--- src/rtl/hardware_divider_64bit_if.sv ---
// Request/result bundle between core control and the iterative divider.
// Handshake: the requester raises start for a cycle while busy is low; the
// request is taken at that rising edge. busy stays high until the cycle after
// done, and quotient/remainder are valid in the single cycle done is high.
interface hardware_divider_64bit_if #(
    parameter int WIDTH = 64
);
    logic             start;
    logic             alu64;
    logic [WIDTH-1:0] a;
    logic [WIDTH-1:0] b;
    logic             busy;
    logic             done;
    logic [WIDTH-1:0] quotient;
    logic [WIDTH-1:0] remainder;

    modport master (
        output start, alu64, a, b,
        input  busy, done, quotient, remainder
    );

    modport slave (
        input  start, alu64, a, b,
        output busy, done, quotient, remainder
    );
endinterface

--- src/rtl/hardware_divider_64bit.sv ---
// Iterative unsigned restoring divider for the eBPF ALU (DIV/MOD, ALU64 and
// ALU32). One shift-subtract step per clock, MSB first; a zero divisor skips
// straight to completion with quotient 0 and remainder equal to the dividend.
module hardware_divider_64bit #(
    parameter int WIDTH = 64
) (
    input  logic                          clk,
    input  logic                          rst,
    hardware_divider_64bit_if.slave       bus,
    output logic [1:0]                    state_dbg
);
    localparam int HALF  = WIDTH / 2;
    localparam int CNT_W = $clog2(WIDTH) + 1;

    typedef enum logic [1:0] {
        IDLE = 2'd0,
        RUN  = 2'd1,
        DONE = 2'd2
    } state_t;

    state_t           state;
    state_t           state_next;

    logic [WIDTH-1:0] dvd;          // dividend, shifted left so the next bit sits at the MSB
    logic [WIDTH-1:0] dsr;          // latched divisor
    logic [WIDTH-1:0] rem;          // partial remainder
    logic [WIDTH-1:0] quo;          // quotient bits collected LSB-in
    logic [CNT_W-1:0] count;        // steps still to perform
    logic [WIDTH-1:0] quotient_q;
    logic [WIDTH-1:0] remainder_q;

    logic [WIDTH-1:0] a_m;
    logic [WIDTH-1:0] b_m;
    logic [WIDTH:0]   trial;
    logic [WIDTH:0]   diff;
    logic             fits;
    logic [WIDTH-1:0] rem_next;
    logic [WIDTH-1:0] quo_next;

    // Operand masking for ALU32 and one restoring step, widened by one bit so
    // the compare is just the borrow out of the subtract.
    always_comb begin
        a_m      = bus.alu64 ? bus.a : {{HALF{1'b0}}, bus.a[HALF-1:0]};
        b_m      = bus.alu64 ? bus.b : {{HALF{1'b0}}, bus.b[HALF-1:0]};
        trial    = {rem, dvd[WIDTH-1]};
        diff     = trial - {1'b0, dsr};
        fits     = ~diff[WIDTH];
        rem_next = fits ? diff[WIDTH-1:0] : trial[WIDTH-1:0];
        quo_next = {quo[WIDTH-2:0], fits};
    end

    // State register.
    always_ff @(posedge clk) begin
        if (rst) begin
            state <= IDLE;
        end else begin
            state <= state_next;
        end
    end

    // Next-state logic: start only matters in IDLE, so requests while busy are dropped.
    always_comb begin
        state_next = state;
        case (state)
            IDLE: begin
                if (bus.start) begin
                    state_next = (b_m == '0) ? DONE : RUN;
                end
            end
            RUN: begin
                if (count == CNT_W'(1)) begin
                    state_next = DONE;
                end
            end
            DONE:    state_next = IDLE;
            default: state_next = IDLE;
        endcase
    end

    // Datapath: latch operands on accept, iterate in RUN, publish results on the last step.
    always_ff @(posedge clk) begin
        if (rst) begin
            dvd         <= '0;
            dsr         <= '0;
            rem         <= '0;
            quo         <= '0;
            count       <= '0;
            quotient_q  <= '0;
            remainder_q <= '0;
        end else begin
            case (state)
                IDLE: begin
                    if (bus.start) begin
                        dsr   <= b_m;
                        rem   <= '0;
                        quo   <= '0;
                        count <= bus.alu64 ? CNT_W'(WIDTH) : CNT_W'(HALF);
                        // ALU32 dividend is pre-aligned so its bit 31 is consumed first.
                        dvd   <= bus.alu64 ? a_m : (a_m << HALF);
                        if (b_m == '0) begin
                            quotient_q  <= '0;
                            remainder_q <= a_m;
                        end
                    end
                end
                RUN: begin
                    dvd   <= dvd << 1;
                    rem   <= rem_next;
                    quo   <= quo_next;
                    count <= count - CNT_W'(1);
                    if (count == CNT_W'(1)) begin
                        quotient_q  <= quo_next;
                        remainder_q <= rem_next;
                    end
                end
                default: ;
            endcase
        end
    end

    // Status and result outputs.
    always_comb begin
        bus.busy      = (state != IDLE);
        bus.done      = (state == DONE);
        bus.quotient  = quotient_q;
        bus.remainder = remainder_q;
        state_dbg     = state;
    end
endmodule
--- src/flat_wrapper.sv ---
// flat-port wrapper written by rule: the top's interface ports become plain ports
module hardware_divider_64bit_flat 
#(
    parameter int WIDTH = 64
)
  (clk, rst, state_dbg, bus_start, bus_alu64, bus_a, bus_b, bus_busy, bus_done, bus_quotient, bus_remainder);
  hardware_divider_64bit_if #(.WIDTH(WIDTH)) bus_i ();
  input  logic clk;
  input  logic rst;
  output logic [1:0] state_dbg;
  input wire logic [$bits(bus_i.start)-1:0] bus_start;
  input wire logic [$bits(bus_i.alu64)-1:0] bus_alu64;
  input wire logic [$bits(bus_i.a)-1:0] bus_a;
  input wire logic [$bits(bus_i.b)-1:0] bus_b;
  output wire logic [$bits(bus_i.busy)-1:0] bus_busy;
  output wire logic [$bits(bus_i.done)-1:0] bus_done;
  output wire logic [$bits(bus_i.quotient)-1:0] bus_quotient;
  output wire logic [$bits(bus_i.remainder)-1:0] bus_remainder;
  assign bus_i.start = bus_start;
  assign bus_i.alu64 = bus_alu64;
  assign bus_i.a = bus_a;
  assign bus_i.b = bus_b;
  assign bus_busy = bus_i.busy;
  assign bus_done = bus_i.done;
  assign bus_quotient = bus_i.quotient;
  assign bus_remainder = bus_i.remainder;
  hardware_divider_64bit #(.WIDTH(WIDTH)) u_core (.clk(clk), .rst(rst), .bus(bus_i), .state_dbg(state_dbg));
endmodule
--- config.mk ---
export PLATFORM = sky130hd
export DESIGN_NAME = hardware_divider_64bit_flat
export DESIGN_NICKNAME = d
export VERILOG_FILES = /design/src/rtl/hardware_divider_64bit_if.sv /design/src/rtl/hardware_divider_64bit.sv /design/src/flat_wrapper.sv
export SDC_FILE = /design/constraint.sdc
export NUM_CORES = 1
export LEC_CHECK = 0
export ABC_AREA = 1
export CORE_MARGIN = 2
export CORE_UTILIZATION = 57
export DETAILED_ROUTE_END_ITERATION = 8
export PLACE_DENSITY = 0.88
export RECOVER_POWER = 100
export SYNTH_ARGS = -nofsm -noshare
export SYNTH_HDL_FRONTEND = slang
export SYNTH_SLANG_ARGS = --single-unit
export TNS_END_PERCENT = 100
--- constraint.sdc ---
create_clock -name clk -period 2.7 [get_ports clk]
set_input_delay 0.27 -clock clk [delete_from_list [all_inputs] [get_ports clk]]
set_output_delay 0.27 -clock clk [all_outputs]
set_load 0.005 [all_outputs]
* Word level (Yosys, flattened, before mapping)
Index checks and enable logic that the tools add are counted.
** Word-level totals
- Register bits after elaboration :: 392
- Input bits :: 132
- Output and inout bits :: 132
** Operators by class
- Add/sub/neg operators :: 2
- Eq/ne operators :: 6
- Muxes and demuxes :: 24
- Bitwise logic cells :: 1
- Reduce and logical (&&, ||, !) cells :: 8
** Operators with widths (number)
- $mux 64 :: 12
- $pmux 64 s2 :: 4
- $pmux 63 s2 :: 1
- $sub 65x64->65 :: 1
- $logic_not 64->1 :: 1
- $mux 7 :: 2
- $pmux 7 s2 :: 1
- $eq 7x1->1 const B :: 1
- $sub 7x1->7 const B :: 1
- $mux 2 :: 3
- $reduce_and 2->1 :: 3
- $ne 2x1->1 const B :: 2
- $pmux 2 s2 :: 1
- $reduce_and 4->1 :: 1
- $reduce_bool 2->1 :: 2
- $eq 2x1->1 const B :: 1
- $eq 2x2->1 const B :: 1
- $logic_not 2->1 :: 1
- $ne 2x2->1 const B :: 1
- $not 1->1 :: 1

* Longest topological paths before layout
- Word-level depth :: 5
- Depth in mapped cells :: 20
- Depth with buffers taken out :: 20

* Worst setup path after synthesis
No wires, ideal clock.
- Path type :: register to register
- Start :: reg u_core.dvd[63]
- End :: reg u_core.rem[58]
- Setup time :: 0.136 ns
- Data arrival time :: 2.273 ns
- Data required time :: 2.564 ns
- Slack :: 0.291 ns
- Cell stages (with the launch flop) :: 21
- Path through :: dfxtp_1 inv_1 ha_1 fa_1 inv_1 nand2_1 nand2_1 nand3_1 nand2_2 nand2_2 nand2_2 nand2_2 nand2_2 nand2_4 nand2_4 nand2_8 nand3_4 buf_8 nand2_4 nand2_2 a21oi_2
** On the way
- Word-level cells in the longest chain between the ends :: 3
** RTL lines
- from (decl) :: RTL line hardware_divider_64bit.sv:24 : logic [WIDTH-1:0] dvd;
- from (signal assigned) :: RTL line hardware_divider_64bit.sv:99 : dvd <= bus.alu64 ? a_m : (a_m << HALF);
- from (signal assigned) :: RTL line hardware_divider_64bit.sv:107 : dvd <= dvd << 1;
- $sub 65x64->65 :: RTL line hardware_divider_64bit.sv:46 : diff = trial - {1'b0, dsr};
- $mux 64 :: RTL line hardware_divider_64bit.sv:48 : rem_next = fits ? diff[WIDTH-1:0] : trial[WIDTH-1:0];
- $pmux 64 s2 :: RTL line hardware_divider_64bit.sv:91 : case (state)
- to (signal assigned) :: RTL line hardware_divider_64bit.sv:108 : rem <= rem_next;
- to (decl) :: RTL line hardware_divider_64bit.sv:26 : logic [WIDTH-1:0] rem;
Every way passes these cells.
A chain may end at the register's enable or synchronous reset.

* Worst setup path in the final report
- Start :: reg u_core.rem[56]
- End :: reg u_core.rem[33]
** On the way
- Word-level cells in the longest chain between the ends :: 3
** RTL lines (RTL line)
- $sub 65x64->65 :: hardware_divider_64bit.sv:46
- $mux 64 :: hardware_divider_64bit.sv:48
- $pmux 64 s2 :: hardware_divider_64bit.sv:91
Every way passes these cells.

==> flow_metrics.py <==
metrics = {
    "run_status": {
        "outcome": "finished clean",
    },
    "detailed_routing": {
        "drt-vias-per-instance": 5.499,
        "wire_per_inst_um": 17.36,
        "drtPass1Iterations": 7,
        "vias": 24950,
        "ant_nets": 0,
        "finalWirelength_mm": 78.76,
        "drc_errors": 0,
        "drt_iter0_markers": 2774,
    },
    "cts": {
        "h-tree-depth": 2,
        "clockBufferDepth": 3,
        "cts_root_buf": "clkbuf_16",
        "clk_latency_ns": 0.58,
        "cts.sinks": 392,
        "cts_tree": "yes",
        "clkTransAtPathRegs_ns": 0.06,
        "holdBufCountCts": 0,
        "cts-buffers-inserted": 41,
    },
    "worst_setup_path": {
        "worstPathRequired_ns": 3.13,
        "critPathMaxStageDelay_ns": 0.45,
        "crit_top_cell": "nand2_1",
        "worstSetupEndpointType": "flip-flop",
        "worstSetupPathType": "reg2reg",
        "timing.critical_path.buf_inv": 1,
        "crit_arrival_ns": 3.08,
        "cp-start-kind": "flip-flop",
        "worst-path-max-fanout": 17,
        "crit_path_top_delay_cell": "dfxtp_1",
        "path_delay_family": "simple AND/OR/NAND/NOR gates",
        "cp_cell_sequence": "ha_4, nand2_1, nand2_1, a21oi_2, nor2_1, nor2_1, nand2_1, a21oi_4, nand2_4, nand2_4, buf_4, nand3_1, nand3_1, a21oi_1",
    },
    "power_and_ir_drop": {
        "power_switching_w": 0.01465,
        "total_power_w": 0.03077,
        "intPower_w": 0.01612,
        "p_leak_nw": 14.08,
        "seqPwrFrac": 0.237,
        "switching_share": 0.4761,
        "clkPwrFrac": 0.199,
        "ir_drop_v": 0.0006491,
        "p_per_area_nw_per_um2": 1068,
        "p_comb_frac": 0.564,
    },
    "die": {
        "dieWidth_um": 205.5,
        "ios": 264,
        "rows": 73,
        "core_area_um2": 39910,
        "start_util": 0.5797,
        "dieArea_um2": 42220,
        "die_h_um": 205.5,
    },
    "timing": {
        "fin_crit_sh": 0.9817,
        "report.final.slew_viol_count": 0,
        "fin_hold_ws_ns": 0.1692,
        "hold_violations": 0,
        "fmax_mhz": 377.3,
        "worstMarginPinSlew_ns": 1.120,
        "slew_headroom": 0.2533,
        "rsz0062_at_grt": "yes",
        "fin_crit_ns": 2.651,
        "tns_ns": 0,
        "setup_viol": 0,
        "finalClockSkew_ns": 0.02051,
    },
    "logic_synthesis": {
        "synth_area_um2": 23140,
        "synth_edf_count": 0,
        "syn_avg_cell_area_um2": 6.203,
        "synth_flop_cell": "dfxtp_1",
        "syn_inst": 3730,
        "yosysSeqAreaShare": 0.3392,
        "ys_warn_count": 0,
        "synthArstFlopShare": 0,
        "ys_ff_latch": 392,
        "synth_cell_types": 45,
        "syn-num-nets": 3929,
    },
    "layout": {
        "n_fill_cell": 3174,
        "syn_to_final_growth_pct": 24.50,
        "final_area_um2": 28810,
        "nNetsFinal": 4174,
        "drive_above_1_share": 0.1088,
    },
    "placement": {
        "placed_area_um2": 26800,
        "place_congestion": 0.9974,
        "portBuffers": 263,
        "dp.final_hpwl_mm": 57.35,
    },
    "global_routing": {
        "grt_pass1_wl_mm": 119.5,
        "grt_max_degree": 172,
        "grt_pass1_vias": 22465,
        "grt_usage": 0.3588,
        "grt_overflow": 0,
        "antenna_found_initial": 0,
    },
    "worst_hold_path": {
        "hp-class": "in2reg",
    },
    "job": {
        "cap_violations": 0,
    },
}
cells in the final DEF, fill, tap and decap left out, types with 32 or more instances in the layout:
master and count:
a21oi_1 419, a21oi_2 32, a31oi_1 61, buf_4 92
clkbuf_16 42, clkdlybuf4s50_1 130, dfxtp_1 389, dlygate4sd3_1 132
ha_1 44, inv_1 583, nand2_1 1208, nand2_2 49
nand3_1 166, nand3_2 58, nor2_1 180, o21ai_0 145
worst min-delay path, stage by stage:
cell and delay (ns):
buf_6 0.10, inv_6 0.15, nand2_1 0.13, a21oi_1 0.03
kinds of logic after synthesis:
group	after synthesis	synth area share
xor+xnor	23	0.008706
simple gates	1756	0.3215
compound gates	689	0.1583
buf+inv	803	0.1357
flops	392	0.3392
fa+ha+maj	67	0.03656
final timing paths:
path                                startpoint                  endpoint  slack (ns)  depth (start not counted)
worst min-delay path                       rst  u_core.bus.remainder[12]        0.17                          4
worst max register to register  u_core.rem[56]            u_core.rem[33]        0.05                         14
worst min register to register  u_core.dsr[30]            u_core.dsr[30]        0.46                          2
worst max-delay path            u_core.rem[56]            u_core.rem[33]        0.05                         14
per-stage QoR:
step / cells / util / setup slack [ns]
2_1_floorplan: 3730 / - / 0.2906
3_3_place_gp: 4454 / 0.6714 / -0.3822
3_5_place_dp: 4454 / 0.6714 / -0.3860
4_1_cts: 4530 / 0.7082 / 0.002606
5_1_grt: 4533 / 0.7214 / -0.05000
6_report: 4537 / 0.7217 / 0.04931
cell usage after synthesis, types with 7 or more instances:
cell      number  area, um^2
nand2_1     1230        4617
inv_1        587        2203
a21oi_1      429        2147
dfxtp_1      392        7848
nand3_1      194       970.9
nor2_1       193       724.4
o21ai_0      141       705.7
clkbuf_1     125       469.2
ha_1          66       825.8
a31oi_1       61       381.6
buf_2         31       155.2
nand3_2       31       310.3
inv_2         29       108.9
nand2_2       29       181.4
nand4_1       23       143.9
a21oi_2       22       192.7
o21ai_1       20       100.1
nand2_4       14       157.7
xnor2_1       12       105.1
nor4_1        11       68.82
xor2_1        11       96.34
buf_1         10       37.54
nor3_1         9       45.04
nor2_2         8       50.05
buf_6          7       78.83
clkinv_1       7       26.28
power groups by stage:
stage	registers [W]	clock network (W)	logic (W)
after CTS	0.00723	0.00613	0.0164
after global routing	0.00733	0.00635	0.0191
after global placement	0.00731	0	0.0161
after detailed placement	0.00732	0	0.0163
after floorplan	0.00716	0	0.0111
final	0.00728	0.00613	0.0174
timing repair:
action / 4_1_cts / 5_1_grt
endpoints found under the setup margin: 0 / 141
gates resized for setup: 0 / 111
buffers inserted: 0 / 3
flip-flops by register name (all words and copies together), names as in the netlist:
signal / count
u_core.quo: 63
u_core.count: 7
u_core.state_dbg: 2
u_core.bus.quotient: 64
u_core.bus.remainder: 64
u_core.dvd: 64
u_core.dsr: 64
u_core.rem: 64
layout make-up:
cell class	instances	area, um^2	area share
well taps	525	656.9	0.02280
clock buffers	63	1270	0.04409
repair buffers	382	3764	0.1307
multi-input cells	2535	12710	0.4412
diodes	4	10.01	0.0003475
clock inverters	13	200.2	0.006950
inverters	623	2344	0.08136
flip-flops and latches	392	7851	0.2726
routing by layer:
| metal | global-route usage | part of all wire |
|---|---|---|
| met5 | 0 | 0 |
| met4 | 0.2012 | 0.057 |
| met3 | 0.06779 | 0.094 |
| met2 | 0.5706 | 0.45 |
| met1 | 0.4570 | 0.40 |
Power figures use the tool's default switching activity.
